File: src/rtl/fp_result_pack.sv
// rtl/fp_result_pack.sv - FP32 add/sub back end: normalize, round-to-nearest-even, pack
// Optional status flags {overflow, underflow, inexact} on o_flags when FP_RESULT_PACK_FLAGS_EN is defined.
module fp_result_pack #(
  parameter int EXP_W  = 8,
  parameter int FRAC_W = 23
) (
  input  logic                    i_clk,
  input  logic                    i_rst,
  input  logic                    i_valid,
  output logic                    o_ready,
  input  logic                    i_sign,
  input  logic [EXP_W-1:0]        i_exp,
  input  logic [FRAC_W+4:0]       i_man,
  output logic                    o_valid,
  input  logic                    i_ready,
  output logic [EXP_W+FRAC_W:0]   o_result
`ifdef FP_RESULT_PACK_FLAGS_EN
  ,
  output logic [2:0]              o_flags
`endif
);

  // Normalized mantissa: hidden bit, fraction, then guard/round/sticky.
  localparam int MAN_W = FRAC_W + 4;
  localparam logic [EXP_W:0] EXP_ONE = {{EXP_W{1'b0}}, 1'b1};
  localparam logic [EXP_W:0] EXP_MAX = {1'b0, {EXP_W{1'b1}}};

  logic                  s1_move;
  logic                  in_fire;

  logic                  s1_valid_q, s1_valid_d;
  logic                  s1_sign_q,  s1_sign_d;
  logic                  s1_zero_q,  s1_zero_d;
  logic [EXP_W:0]        s1_exp_q,   s1_exp_d;
  logic [MAN_W-1:0]      s1_man_q,   s1_man_d;

  logic                  s2_valid_q, s2_valid_d;
  logic [EXP_W+FRAC_W:0] s2_result_q, s2_result_d;

  logic [EXP_W:0]        lzc;
  logic                  lz_found;
  logic                  norm_zero;
  logic [EXP_W:0]        norm_exp;
  logic [MAN_W-1:0]      norm_man;

  logic                  rnd_inc;
  logic [FRAC_W+1:0]     rnd_sum;
  logic [EXP_W:0]        fin_exp;
  logic [FRAC_W-1:0]     fin_frac;
  logic                  fin_inf;
  logic [EXP_W+FRAC_W:0] pack;

`ifdef FP_RESULT_PACK_FLAGS_EN
  logic                  norm_uf;
  logic                  s1_uf_q, s1_uf_d;
  logic [2:0]            s2_flags_q, s2_flags_d;
  logic [2:0]            pack_flags;
`endif

  // Only i_ready reaches o_ready combinationally; everything else comes from flops.
  assign s1_move = ~s2_valid_q | i_ready;
  assign o_ready = ~s1_valid_q | s1_move;
  assign in_fire = i_valid & o_ready;
  assign o_valid = s2_valid_q;
  assign o_result = s2_result_q;
`ifdef FP_RESULT_PACK_FLAGS_EN
  assign o_flags = s2_flags_q;
`endif

  // Stage 1: count leading zeros below the carry bit, then normalize or flush.
  always_comb begin
    lzc       = '0;
    lz_found  = 1'b0;
    norm_zero = 1'b0;
    norm_exp  = '0;
    norm_man  = '0;
`ifdef FP_RESULT_PACK_FLAGS_EN
    norm_uf   = 1'b0;
`endif
    for (int i = MAN_W - 1; i >= 0; i--) begin
      if (!lz_found) begin
        if (i_man[i]) lz_found = 1'b1;
        else          lzc = lzc + EXP_ONE;
      end
    end
    if (i_man == '0) begin
      norm_zero = 1'b1;
    end else if (i_man[MAN_W]) begin
      // Carry: shift right one, folding the dropped bit into sticky.
      norm_exp = {1'b0, i_exp} + EXP_ONE;
      norm_man = {i_man[MAN_W:2], |i_man[1:0]};
    end else if ({1'b0, i_exp} <= lzc) begin
      // No denormals: anything that would need one becomes signed zero.
      norm_zero = 1'b1;
`ifdef FP_RESULT_PACK_FLAGS_EN
      norm_uf   = 1'b1;
`endif
    end else begin
      norm_exp = {1'b0, i_exp} - lzc;
      norm_man = i_man[MAN_W-1:0] << lzc;
    end

    s1_valid_d = in_fire ? 1'b1 : (s1_move ? 1'b0 : s1_valid_q);
    s1_sign_d  = in_fire ? i_sign    : s1_sign_q;
    s1_zero_d  = in_fire ? norm_zero : s1_zero_q;
    s1_exp_d   = in_fire ? norm_exp  : s1_exp_q;
    s1_man_d   = in_fire ? norm_man  : s1_man_q;
`ifdef FP_RESULT_PACK_FLAGS_EN
    s1_uf_d    = in_fire ? norm_uf   : s1_uf_q;
`endif
  end

  // Stage 2: round to nearest even on {L,G,R,S}, detect overflow, pack.
  always_comb begin
    rnd_inc  = s1_man_q[2] & (s1_man_q[3] | s1_man_q[1] | s1_man_q[0]);
    rnd_sum  = {1'b0, s1_man_q[MAN_W-1:3]} + {{(FRAC_W+1){1'b0}}, rnd_inc};
    fin_exp  = s1_exp_q + {{EXP_W{1'b0}}, rnd_sum[FRAC_W+1]};
    fin_frac = rnd_sum[FRAC_W+1] ? '0 : rnd_sum[FRAC_W-1:0];
    fin_inf  = 1'b0;
    if (s1_zero_q) begin
      pack = {s1_sign_q, {EXP_W{1'b0}}, {FRAC_W{1'b0}}};
    end else if (fin_exp >= EXP_MAX) begin
      fin_inf = 1'b1;
      pack    = {s1_sign_q, {EXP_W{1'b1}}, {FRAC_W{1'b0}}};
    end else begin
      pack = {s1_sign_q, fin_exp[EXP_W-1:0], fin_frac};
    end

    s2_valid_d  = s1_move ? s1_valid_q : s2_valid_q;
    s2_result_d = (s1_move & s1_valid_q) ? pack : s2_result_q;
`ifdef FP_RESULT_PACK_FLAGS_EN
    pack_flags = {fin_inf, s1_uf_q,
                  (~s1_zero_q & (|s1_man_q[2:0])) | s1_uf_q | fin_inf};
    s2_flags_d = (s1_move & s1_valid_q) ? pack_flags : s2_flags_q;
`endif
  end

  // Pipeline registers; reset discards anything in flight.
  always_ff @(posedge i_clk or posedge i_rst) begin
    if (i_rst) begin
      s1_valid_q  <= 1'b0;
      s1_sign_q   <= 1'b0;
      s1_zero_q   <= 1'b0;
      s1_exp_q    <= '0;
      s1_man_q    <= '0;
      s2_valid_q  <= 1'b0;
      s2_result_q <= '0;
`ifdef FP_RESULT_PACK_FLAGS_EN
      s1_uf_q     <= 1'b0;
      s2_flags_q  <= '0;
`endif
    end else begin
      s1_valid_q  <= s1_valid_d;
      s1_sign_q   <= s1_sign_d;
      s1_zero_q   <= s1_zero_d;
      s1_exp_q    <= s1_exp_d;
      s1_man_q    <= s1_man_d;
      s2_valid_q  <= s2_valid_d;
      s2_result_q <= s2_result_d;
`ifdef FP_RESULT_PACK_FLAGS_EN
      s1_uf_q     <= s1_uf_d;
      s2_flags_q  <= s2_flags_d;
`endif
    end
  end

endmodule

File: config.mk
export PLATFORM = sky130hd
export DESIGN_NAME = fp_result_pack
export DESIGN_NICKNAME = d
export VERILOG_FILES = /design/src/rtl/fp_result_pack.sv
export SDC_FILE = /design/constraint.sdc
export NUM_CORES = 1
export LEC_CHECK = 0
export CAP_MARGIN = 25
export CORE_UTILIZATION = 37
export CTS_BUF_LIST = sky130_fd_sc_hd__clkbuf_16
export DETAILED_ROUTE_END_ITERATION = 8
export SYNTH_ARGS = -nofsm -noshare
export SYNTH_HDL_FRONTEND = slang
export SYNTH_SLANG_ARGS = --single-unit
File: constraint.sdc
create_clock -name i_clk -period 4.2 [get_ports i_clk]
set_input_delay 0.42 -clock i_clk [delete_from_list [all_inputs] [get_ports i_clk]]
set_output_delay 0.42 -clock i_clk [all_outputs]
set_load 0.02 [all_outputs]
==> results.json <==
{
  "syn_to_final_growth_pct": 55.4,
  "grt-ovfl-total": 0,
  "multi_input_area_sq_mm": 0.00909,
  "yosysWarnings": 0,
  "critPathLaunchType": "input pin",
  "fin_util": 0.585,
  "layout-drive-gt1-share": 0.341,
  "cts.sinks": 72,
  "reg2reg_depth": 20,
  "synthCells": 1482,
  "drc": 0,
  "synth.distinct_cells": 96,
  "routed_via_density": 5.51,
  "worst-endpoint-arrival_ns": 16.70,
  "ys_seq_area_frac": 0.167,
  "die_area_sq_mm": 0.0299,
  "rows": 62,
  "dr.pass1.iters": 5,
  "final_cell_mix": "buf_4 (536), nand2_1 (167), nor2_1 (136), a21oi_1 (98), xnor2_1 (86)",
  "hold_viol_final": 0,
  "drt_first_iter_violations": 900,
  "grt_usage": 0.271,
  "crit_top_cell": "ha_1",
  "synthesis.nets": 1560,
  "vdd_drop_max_v": 0.000209,
  "min_period_over_period": 3.91,
  "synth_area_leaders": "dfrtp_1 (17%), xnor2_1 (7.2%), nand2_1 (6.0%)",
  "synth_top_family_by_area": "simple AND/OR/NAND/NOR gates",
  "layout_min_cycle_time_ns": 16.43,
  "io_buffer_count": 74,
  "min_path_type": "reg -> reg",
  "seqCellArea_sq_mm": 0.00180,
  "violations": "setup timing",
  "clk_path_buf_depth": 2,
  "syn_area_sq_mm": 0.0108,
  "synth-xor-area-share": 0.141,
  "fp.dieH_um": 173,
  "synth-adder-area-share": 0.0454,
  "rsz0062_at_grt": "yes",
  "synth_edf_count": 0,
  "synth-compound-area-share": 0.233,
  "core_area_sq_mm": 0.0287,
  "synth_simple_gate_area_frac": 0.296,
  "cts_tree": "yes",
  "place_area_sq_mm": 0.0156,
  "cts.htree.levels": 3,
  "cts-root-buf": "clkbuf_16",
  "antenna_left": 0,
  "clock_latency_ns": 0.33,
  "report.final.slew_viol_count": 0,
  "die_x_um": 173,
  "numCtsBuffers": 9,
  "first_global_vias": 13000,
  "start_util": 0.376,
  "setup_viol": 37,
  "synth_top_area_cell": "dfrtp_1",
  "status": "finished with violations",
  "worstMarginPinSlew_ns": 0.761,
  "mostFrequentLayoutCell": "buf_4",
  "cts.hold.buffers_added": 0,
  "antenna_found_initial": 0,
  "fillers": 2654,
  "max-cap-violations": 0,
  "routed_wl_um": 41400,
  "power_density_mw_per_mm2": 191,
  "ios": 75,
  "wl_per_cell_um": 17.1,
  "finalWorstSetupSlack_ns": -12.23,
  "ys_ff_latch": 72,
  "crit_path_max_incr_delay_ns": 0.54,
  "grt_pass1_wl_um": 66300,
  "synth_area_per_cell_sq_um": 7.29,
  "clock.fmax_ghz": 0.0609,
  "gp_routability_congestion": 0.950,
  "crit_fanout": 6,
  "synth_flop_cell": "dfrtp_1",
  "path_clk_slew_ns": 0.06,
  "crit_required_ns": 4.47,
  "cp-end-kind": "register",
  "grt_max_degree": 42,
  "p_leak_nw": 7.43,
  "dp.cells": 2354,
  "antenna_cells": 0,
  "synthMuxAreaShare": 0.0755,
  "min_path_cells": 2,
  "dp_hpwl_um": 32800,
  "fin_cells": 2425,
  "design_area_sq_mm": 0.0168,
  "slowest_stage": "or4_4",
  "clock_skew_ns": 0.00586,
  "criticalPathCategory": "in -> reg",
  "vias": 13400,
  "slew_headroom": 0.488,
  "nets": 2114,
  "async_reset_ff_frac": 1.00,
  "synth_top_area_frac": 0.167
}
==> path summary, 6_finish.rpt <==
check                                   startpoint                  endpoint  slack, ns
setup reg to reg           s1_man_q[2]$_DFFE_PP0P_  o_result[10]$_DFFE_PP0P_       0.29
min in group asynchronous                    i_rst   o_result[3]$_DFFE_PP0P_       0.52
hold reg to reg            o_result[1]$_DFFE_PP0P_   o_result[1]$_DFFE_PP0P_       0.48
max in group asynchronous                    i_rst  o_result[21]$_DFFE_PP0P_       2.72
setup / recovery                         i_man[25]  s1_man_q[20]$_DFFE_PP0P_     -12.23
hold / removal             o_result[1]$_DFFE_PP0P_   o_result[1]$_DFFE_PP0P_       0.48
==> area by class of cell <==
class	instances	share of cell area
flip-flops and latches	72	0.107
clock buffers	9	0.0134
clock inverters	7	0.00813
multi-input cells	1295	0.542
inverters	38	0.00865
well taps	384	0.0286
repair buffers	620	0.292
==> through the flow <==
step	TNS, ns	power, mW	setup slack (ns)	hold slack, ns
floorplan	-440.35	1.59	-12.35	0.442
global placement	-451.97	2.12	-12.49	0.457
detailed placement	-477.14	2.15	-13.17	0.469
CTS	-439.94	3.16	-12.02	0.482
global route	-478.12	3.37	-13.10	0.505
finish	-446.98	3.20	-12.23	0.477
==> state kept, by name, indices dropped and copies added (netlist names) <==
signal      cells
s1_exp_q        9
o_valid         1
s1_valid_q      1
s1_man_q       27
s1_zero_q       1
o_result       32
s1_sign_q       1
==> synth_stat cells, drive strengths merged (11+ instances only) <==
master / count
and2: 23
nor3b: 11
dfrtp: 72
o211ai: 11
xor2: 41
o21ai: 93
a21oi: 106
nand2b: 21
buf: 16
a21o: 16
inv: 38
o31ai: 12
or4: 13
nor4: 17
mux2: 12
ha: 36
nor3: 47
a211oi: 19
xnor2: 96
or3: 19
nand4: 20
and3: 35
clkbuf: 62
nor2: 144
mux2i: 66
nand2: 173
nand3: 65
nor2b: 20
a31oi: 14
o22ai: 18
==> cell families after synthesis <==
family                     Yosys count
AOI/OAI and AO/OA                  387
adders and majority gates           39
xor gates and xnor gates           147
DFF                                 72
muxes                               78
and+or+nand+nor                    643
buffers and inverters              116
==> metal layers <==
| metal | vias to the layer above | share of wire | routed length, um | track usage |
|---|---|---|---|---|
| li1 | 6541 | - | - | - |
| met1 | 6334 | 0.44 | 18100 | 0.350 |
| met2 | 399 | 0.48 | 20000 | 0.469 |
| met3 | 83 | 0.048 | 1970 | 0.0218 |
| met4 | 0 | 0.033 | 1350 | 0.0999 |
| met5 | - | 0 | 0 | 0 |
==> worst max-delay path: cells and delay by family <==
kind                       cells  cell delay [ns]
xor gates and xnor gates       3             0.52
buffers and inverters          8             0.80
AOI/OAI and AO/OA             24             3.29
adders and majority gates     24             6.46
and+or+nand+nor               33             3.85
muxes                          7             1.35
==> power breakdown <==
group,total [mW],leakage (nW),internal (mW),switching (mW)
clock network,0.920,0.182,0.637,0.283
registers,0.925,0.897,0.820,0.105
logic,1.36,6.35,0.683,0.675
==> timing repair <==
action                     in CTS  in global routing
pin swaps                      60                 73
setup endpoints to repair      58                 62
gates resized for setup        61                 41
cloned                          0                  1
setup buffers                  48                 15
Note: power is estimated with default switching activity, not from simulation.
